## config.mk

```make
export PLATFORM = sky130hd
export DESIGN_NAME = exception_sequencer
export DESIGN_NICKNAME = d
export VERILOG_FILES = /design/src/rtl/exception_sequencer.sv
export SDC_FILE = /design/constraint.sdc
export NUM_CORES = 1
export LEC_CHECK = 0
export CAP_MARGIN = 20
export CORE_ASPECT_RATIO = 0.8
export CORE_MARGIN = 10
export CORE_UTILIZATION = 26
export DETAILED_ROUTE_END_ITERATION = 12
export HOLD_SLACK_MARGIN = 0.03
export PLACE_DENSITY = 0.76
export SKIP_CTS_REPAIR_TIMING = 1
export SLEW_MARGIN = 15
export SYNTH_ARGS = -nofsm -noshare
export SYNTH_HDL_FRONTEND = slang
export SYNTH_SLANG_ARGS = --single-unit
export TNS_END_PERCENT = 50
```

## constraint.sdc

```tcl
create_clock -name clk -period 1.78 [get_ports clk]
set_input_delay 0.356 -clock clk [delete_from_list [all_inputs] [get_ports clk]]
set_output_delay 0.356 -clock clk [all_outputs]
set_load 0.01 [all_outputs]
```

## src/rtl/exception_sequencer.sv

```systemverilog
// Exception/interrupt sequencer: irq sync+prioritise, pipeline flush, CP0 commit; EXC_IRQ_EDGE_EN selects edge-latched irqs.
// Latency: exc_req/busy 1 cycle after the event, CP0 commit 1 cycle after pipe_idle is sampled, ERET write 1 cycle after the event.
// Backpressure: holds in DRAIN while pipe_idle is low; new events are ignored while busy.
`ifndef MMU_EXCEPTION
`define MMU_EXCEPTION 5
`endif
`ifndef MMU_EXCEPTION_NONE
`define MMU_EXCEPTION_NONE 5'd0
`endif
`ifndef CPU_EXCEPTION_INT
`define CPU_EXCEPTION_INT 5'd0
`endif
`ifndef CPU_EXCEPTION_SYS
`define CPU_EXCEPTION_SYS 5'd8
`endif

module exception_sequencer #(
  parameter int NUM_IRQ     = 8,
  parameter int SYNC_STAGES = 2
) (
  input  logic                      clk,
  input  logic                      res,
  input  logic [NUM_IRQ-1:0]        irq,
  input  logic [`MMU_EXCEPTION-1:0] mmu_exception,
  input  logic                      syscall,
  input  logic                      eret,
  input  logic                      inst_valid,
  input  logic                      pipe_idle,
  input  logic [31:0]               cp0_status,
  input  logic [31:0]               cp0_cause,
  output logic                      exc_req,
  output logic                      incEpc,
  output logic                      busy,
  output logic                      we_status,
  output logic                      we_cause,
  output logic                      we_epc,
  output logic                      we_badVAddr,
  output logic [31:0]               out_status,
  output logic [31:0]               out_cause
);

  typedef enum logic [1:0] {IDLE, DRAIN, COMMIT, RETURN} state_t;

  state_t               state;
  logic [NUM_IRQ-1:0]   sync_q [SYNC_STAGES];
  logic [NUM_IRQ-1:0]   sync_irq;
  logic [NUM_IRQ-1:0]   pend;
  logic [NUM_IRQ-1:0]   masked;
  logic                 int_ok;
  logic                 mmu_hit;
  logic                 exc_hit;
  logic [4:0]           code_q;
  logic                 inc_q;
  logic                 badv_q;
  logic                 exl_q;
  logic [7:0]           ip;
  logic                 unused_ok;

  always_ff @(posedge clk) begin
    if (res) begin
      for (int i = 0; i < SYNC_STAGES; i++) sync_q[i] <= '0;
    end else begin
      sync_q[0] <= irq;
      for (int i = 1; i < SYNC_STAGES; i++) sync_q[i] <= sync_q[i-1];
    end
  end

  assign sync_irq = sync_q[SYNC_STAGES-1];

`ifdef EXC_IRQ_EDGE_EN
  logic [NUM_IRQ-1:0] sync_d;
  logic [NUM_IRQ-1:0] pend_q;
  logic [NUM_IRQ-1:0] clr_q;

  // A new rising edge in the same cycle as the clear keeps the bit pending.
  always_ff @(posedge clk) begin
    if (res) begin
      sync_d <= '0;
      pend_q <= '0;
    end else begin
      sync_d <= sync_irq;
      pend_q <= (pend_q & ~((state == COMMIT) ? clr_q : '0)) | (sync_irq & ~sync_d);
    end
  end

  assign pend = pend_q;
`else
  assign pend = sync_irq;
`endif

  assign masked  = pend & cp0_status[8 +: NUM_IRQ];
  assign int_ok  = cp0_status[0] & ~cp0_status[1] & ~cp0_status[2] & (|masked);
  assign mmu_hit = (mmu_exception != `MMU_EXCEPTION_NONE);
  assign exc_hit = int_ok | mmu_hit | syscall;

  always_ff @(posedge clk) begin
    if (res) begin
      state       <= IDLE;
      code_q      <= '0;
      inc_q       <= 1'b0;
      badv_q      <= 1'b0;
      exl_q       <= 1'b0;
      exc_req     <= 1'b0;
      we_status   <= 1'b0;
      we_cause    <= 1'b0;
      we_epc      <= 1'b0;
      we_badVAddr <= 1'b0;
      incEpc      <= 1'b0;
`ifdef EXC_IRQ_EDGE_EN
      clr_q       <= '0;
`endif
    end else begin
      exc_req     <= 1'b0;
      we_status   <= 1'b0;
      we_cause    <= 1'b0;
      we_epc      <= 1'b0;
      we_badVAddr <= 1'b0;
      incEpc      <= 1'b0;
      case (state)
        IDLE: begin
          if (inst_valid && exc_hit) begin
            state   <= DRAIN;
            exc_req <= 1'b1;
            exl_q   <= cp0_status[1];
            if (int_ok) begin
              code_q <= `CPU_EXCEPTION_INT;
              inc_q  <= 1'b0;
              badv_q <= 1'b0;
            end else if (mmu_hit) begin
              code_q <= 5'(mmu_exception);
              inc_q  <= 1'b0;
              badv_q <= 1'b1;
            end else begin
              code_q <= `CPU_EXCEPTION_SYS;
              inc_q  <= 1'b1;
              badv_q <= 1'b0;
            end
`ifdef EXC_IRQ_EDGE_EN
            clr_q <= int_ok ? masked : '0;
`endif
          end else if (inst_valid && eret) begin
            state     <= RETURN;
            we_status <= 1'b1;
          end
        end
        DRAIN: begin
          if (pipe_idle) begin
            state       <= COMMIT;
            we_status   <= 1'b1;
            we_cause    <= 1'b1;
            we_epc      <= ~exl_q;
            we_badVAddr <= badv_q;
            incEpc      <= inc_q;
          end
        end
        COMMIT:  state <= IDLE;
        RETURN:  state <= IDLE;
        default: state <= IDLE;
      endcase
    end
  end

  always_comb begin
    ip = '0;
    ip[NUM_IRQ-1:0] = pend;
    out_status = '0;
    out_cause  = '0;
    case (state)
      COMMIT: begin
        out_status = {cp0_status[31:2], 1'b1, cp0_status[0]};
        out_cause  = {cp0_cause[31:16], ip, 1'b0, code_q, 2'b00};
      end
      RETURN:  out_status = {cp0_status[31:2], 1'b0, cp0_status[0]};
      default: ;
    endcase
  end

  assign busy      = (state != IDLE);
  assign unused_ok = &{1'b0, cp0_cause[15:0]};

endmodule
```

== After elaboration in Yosys (flattened, before gate mapping) ==
Memories as Yosys holds them, arrays and structs flattened.
Cells that the tools add are included.

* Memory bits (writable): 16
* Word-level logic and storage cells: 65
* Flip-flop bits (word level): 16
* Memories kept: 1

* Mux-type cells: 22
* Reductions and logical operators: 12
* Bitwise logic cells: 14
* Equality and inequality tests: 5

{| class="wikitable"
|+ Memory list
! name !! depth !! bits a word !! rd ports !! clocked after memory_dff !! write ports !! RTL line !! source
|-
| sync_q || 2 || 8 || 2 || 0 || 2 || 45 || <nowiki>logic [NUM_IRQ-1:0] sync_q [SYNC_STAGES];</nowiki>
|}

{| class="wikitable"
|+ Operator list
! kind !! number
|-
| $pmux 32 s2 || 1
|-
| $mux 32 || 1
|-
| $mux 8 || 2
|-
| $mux 1 || 11
|-
| $mux 5 || 2
|-
| $and 8x8->8 || 1
|-
| $reduce_or 8->1 || 1
|-
| $mux 2 || 3
|-
| $not 1->1 || 6
|-
| $pmux 2 s3 || 1
|-
| $reduce_or 2->1 || 3
|-
| $reduce_bool 5->1 || 1
|-
| $eq 2x2->1 const B || 2
|-
| $or 1x1->1 || 4
|-
| $reduce_and 2->1 || 2
|-
| $and 1x1->1 || 3
|-
| $ne 3x3->1 const B || 1
|-
| $reduce_or 3->1 || 1
|-
| $eq 2x1->1 const B || 1
|-
| $logic_and 1x1->1 || 2
|-
| $logic_not 2->1 || 1
|-
| $ne 2x2->1 const B || 1
|-
| $pmux 1 s2 || 1
|-
| $reduce_bool 2->1 || 1
|}

== Longest topological paths before layout ==
* Depth after elaboration: 9
* Gate-level depth with buffers: 5

== Least setup slack after synthesis ==
Ideal clock, no wire load.

* Kind: in2reg
* Start point: input mmu_exception[0]
* End point: register state[0]
* Library setup time: 120 ps
* Cell stages on the path: 5
* Buffers on the path: 0
* Setup slack: -58 ps
* Data arrival time: 1,718 ps
* Cells stage by stage: or4_4 -> or3_4 -> a21oi_4 -> nor3_2 -> a211o_1

* Longest elaborated chain between the ends: 6
* Elaborated cells on any way between the ends: 8

{| class="wikitable"
|+ RTL lines
! element !! RTL line !! source
|-
| start, declared || 24 || <nowiki>input logic [`MMU_EXCEPTION-1:0] mmu_exception,</nowiki>
|-
| $reduce_bool 5->1 (no line) * || -- ||
|-
| $or 1x1->1 * (2 in a row) || 94 || <nowiki>assign exc_hit = int_ok | mmu_hit | syscall;</nowiki>
|-
| $logic_and 1x1->1 * || 121 || <nowiki>if (inst_valid && exc_hit) begin</nowiki>
|-
| $mux 2 or $ne 3x3->1 (tied branches) || -- ||
|-
| $pmux 2 s3 or $reduce_and 2->1 (tied branches) || -- ||
|-
| end signal, assigned || 98 || <nowiki>state <= IDLE;</nowiki>
|-
| end signal, assigned || 122 || <nowiki>state <= DRAIN;</nowiki>
|-
| end signal, assigned || 142 || <nowiki>state <= RETURN;</nowiki>
|-
| end, declared || 44 || <nowiki>state_t state;</nowiki>
|}

Mark *: on every way between the ends. The rest lies on a longest branch, timed or not.
A chain may end at the register's enable or synchronous reset.

== Worst setup path after layout ==
* Start point: input mmu_exception[1]
* End point: register state[0]

The elaborated chain is that of the path after synthesis.

==> results <==
-- path summary, 6_finish.rpt --
path | end | slack, ns | depth (start not counted) | startpoint
worst min register to register | we_epc | 0.41 | 1 | exl_q
worst max register to register | state[0] | 0.33 | 5 | sync_q[0][12]
worst min-delay path | we_epc | 0.41 | 1 | exl_q
worst max-delay path | state[0] | -0.20 | 6 | mmu_exception[1]
-- critical path, cell delays in order --
cell	delay, ns
clkdlybuf4s50_1	0.42
or4_4	0.54
or3_4	0.36
a21oi_4	0.15
nor3_2	0.07
a211o_1	0.26
-- placed cells by master (no fill, tap or decap), types with 3 or more instances in the layout --
cell type,count
clkdlybuf4s50_1,72
and2_1,63
dlymetal6s2s_1,62
dfxtp_1,31
nor2b_1,18
buf_4,14
a21oi_1,8
o21ai_0,6
clkbuf_8,6
nand3_1,5
nor2_1,4
a22oi_1,4
conb_1,3
-- per-layer routing --
layer	track usage [%]	routed length, µm	vias to the layer above
met4	2.239	35	0
met2	24.69	3275	89
met1	14.69	2869	755
met5	0	0	-
met3	7.630	696	6
li1	-	-	850
-- power breakdown --
part | switching (mW) | internal, mW
combinational | 0.157 | 0.268
sequential | 0.0185 | 0.759
clock | 0.260 | 0.308
-- area by class of cell --
class	instances	area [µm²]
Fill cell	488	2237
Inverter	1	3.754
Clock inverter	2	10.01
Tap cell	78	97.59
Timing Repair Buffer	150	1633
Clock buffer	6	82.58
Multi-Input combinational cell	130	819.5
Sequential cell	32	641.9
-- flip-flops by register name, indices dropped and copies added (netlist names) --
name / count
sync_q: 16
code_q: 5
state: 2
badv_q: 1
exc_req: 1
exl_q: 1
incEpc: 1
inc_q: 1
we_badVAddr: 1
we_cause: 1
we_epc: 1
we_status: 1
-- kinds of logic (layout without fill, tap and decap cells) --
group	after synthesis	after routing	synth area share, %
and+or+nand+nor	102	102	42.28
DFF	32	32	42.52
other	1	3	0.2489
buffers and inverters	14	159	4.318
AOI/OAI and AO/OA	25	25	10.63
-- cell usage after synthesis (all sizes together) --
| master | number |
|---|---|
| nand3 | 5 |
| a211o | 1 |
| a22oi | 4 |
| nor2b | 19 |
| nor3 | 2 |
| nand2 | 3 |
| a31o | 2 |
| or3 | 1 |
| buf | 5 |
| conb | 1 |
| nand4 | 1 |
| nor4b | 1 |
| dfxtp | 32 |
| inv | 1 |
| nor4bb | 1 |
| o21ai | 7 |
| nor2 | 4 |
| a21oi | 10 |
| clkbuf | 8 |
| nor3b | 1 |
| a211oi | 1 |
| or4 | 1 |
| and2 | 63 |
-- per-stage QoR --
stage | worst slack (ns) | util [%]
2_1_floorplan | -0.05791 | -
5_1_grt | -0.2417 | 59.51
3_3_place_gp | -0.4704 | 54.55
3_5_place_dp | -0.5016 | 54.55
6_report | -0.2048 | 59.51
4_1_cts | -0.3299 | 56.23
==> impl_metrics.env <==
export IMPL_cts_sinks=32
export IMPL_max_freq_ghz=0.5038
export IMPL_coreArea_um2=5525
export IMPL_period_share_pct=111.5
export IMPL_dp_hpwl_um=5672
export IMPL_fin_tns_setup_ns=-1.328
export IMPL_wl_per_cell_um=17.23
export IMPL_overflow=0
export IMPL_drt_antenna_violating_nets=0
export IMPL_critPathArrivalTime_ns=2.16
export IMPL_grt_usage_pct=13.94
export IMPL_post_place_cells=391
export IMPL_cts_buffer_depth=2
export IMPL_dieArea_um2=9258
export IMPL_syn_area_um2=1506
export IMPL_peakVddDrop_mv=0.3368
export IMPL_fin_crit_ns=1.985
export IMPL_placed_cell_area_um2=3014
export IMPL_drv_cap=0
export IMPL_drt_pass1_iter_count=4
export IMPL_cts_buffers=5
export IMPL_grt_first_pass_wirelength_um=10090
export IMPL_clockRootBuffer="clkbuf_8"
export IMPL_final_hold_violation_count=0
export IMPL_violations="negative setup slack"
export IMPL_grt_max_degree=35
export IMPL_htreeDepth=2
export IMPL_dieHeight_um=88.08
export IMPL_yosysUniqueCellTypes=29
export IMPL_pin_count=154
export IMPL_cp_max_fo=3
export IMPL_hold_slack_ns=0.4118
export IMPL_vias=1700
export IMPL_fin_nets=403
export IMPL_grt_setup_unrepaired="yes"
export IMPL_critPathCaptureType="flop"
export IMPL_total_power_mw=1.771
export IMPL_ys_top_cells_by_area="dfxtp_1 (43%), and2_1 (26%), nor2b_1 (7.9%)"
export IMPL_drc_errors=0
export IMPL_worst_slack_ns=-0.2048
export IMPL_power_density_nw_per_um2=538.5
export IMPL_yosysTopAreaCell="dfxtp_1"
export IMPL_gp_congestion=0.7521
export IMPL_start_util_pct=27.26
export IMPL_status="finished, violations left"
export IMPL_setup_viol=9
export IMPL_synth_top_area_share_pct=42.52
export IMPL_insertion_delay_ns=0.28
export IMPL_via_per_inst=4.261
export IMPL_std_cell_rows=24
export IMPL_grt_pass1_vias=1732
export IMPL_worstPathRequired_ns=1.95
export IMPL_antennaDiodeCount=0
export IMPL_drive_above_1_share_pct=10.59
export IMPL_seq_area_frac_synth_pct=42.52
export IMPL_skew_ns=0.003654
export IMPL_fin_cells=399
export IMPL_port_buffers=134
export IMPL_die_w_um=105.1
export IMPL_area_growth_pct=118.3
export IMPL_maxSlewViolCount=0
export IMPL_routed_wirelength_um=6876
export IMPL_synthCells=174
export IMPL_start_kind="input port"
export IMPL_avgSynthCellArea_um2=8.658
export IMPL_drtIter0Drc=33
export IMPL_ys_warn_count=0
export IMPL_min_path_type="flop to flop"
export IMPL_fin_area_um2=3288
export IMPL_cts_tree="built"
export IMPL_ys_ff_latch=32
export IMPL_clk_pin_slew_worst_paths_ns=0.06
export IMPL_crit_type="input port to flop"
export IMPL_leakage_nw=2.342
export IMPL_antenna_found_initial=0
Note: power is estimated with default switching activity, not from simulation.
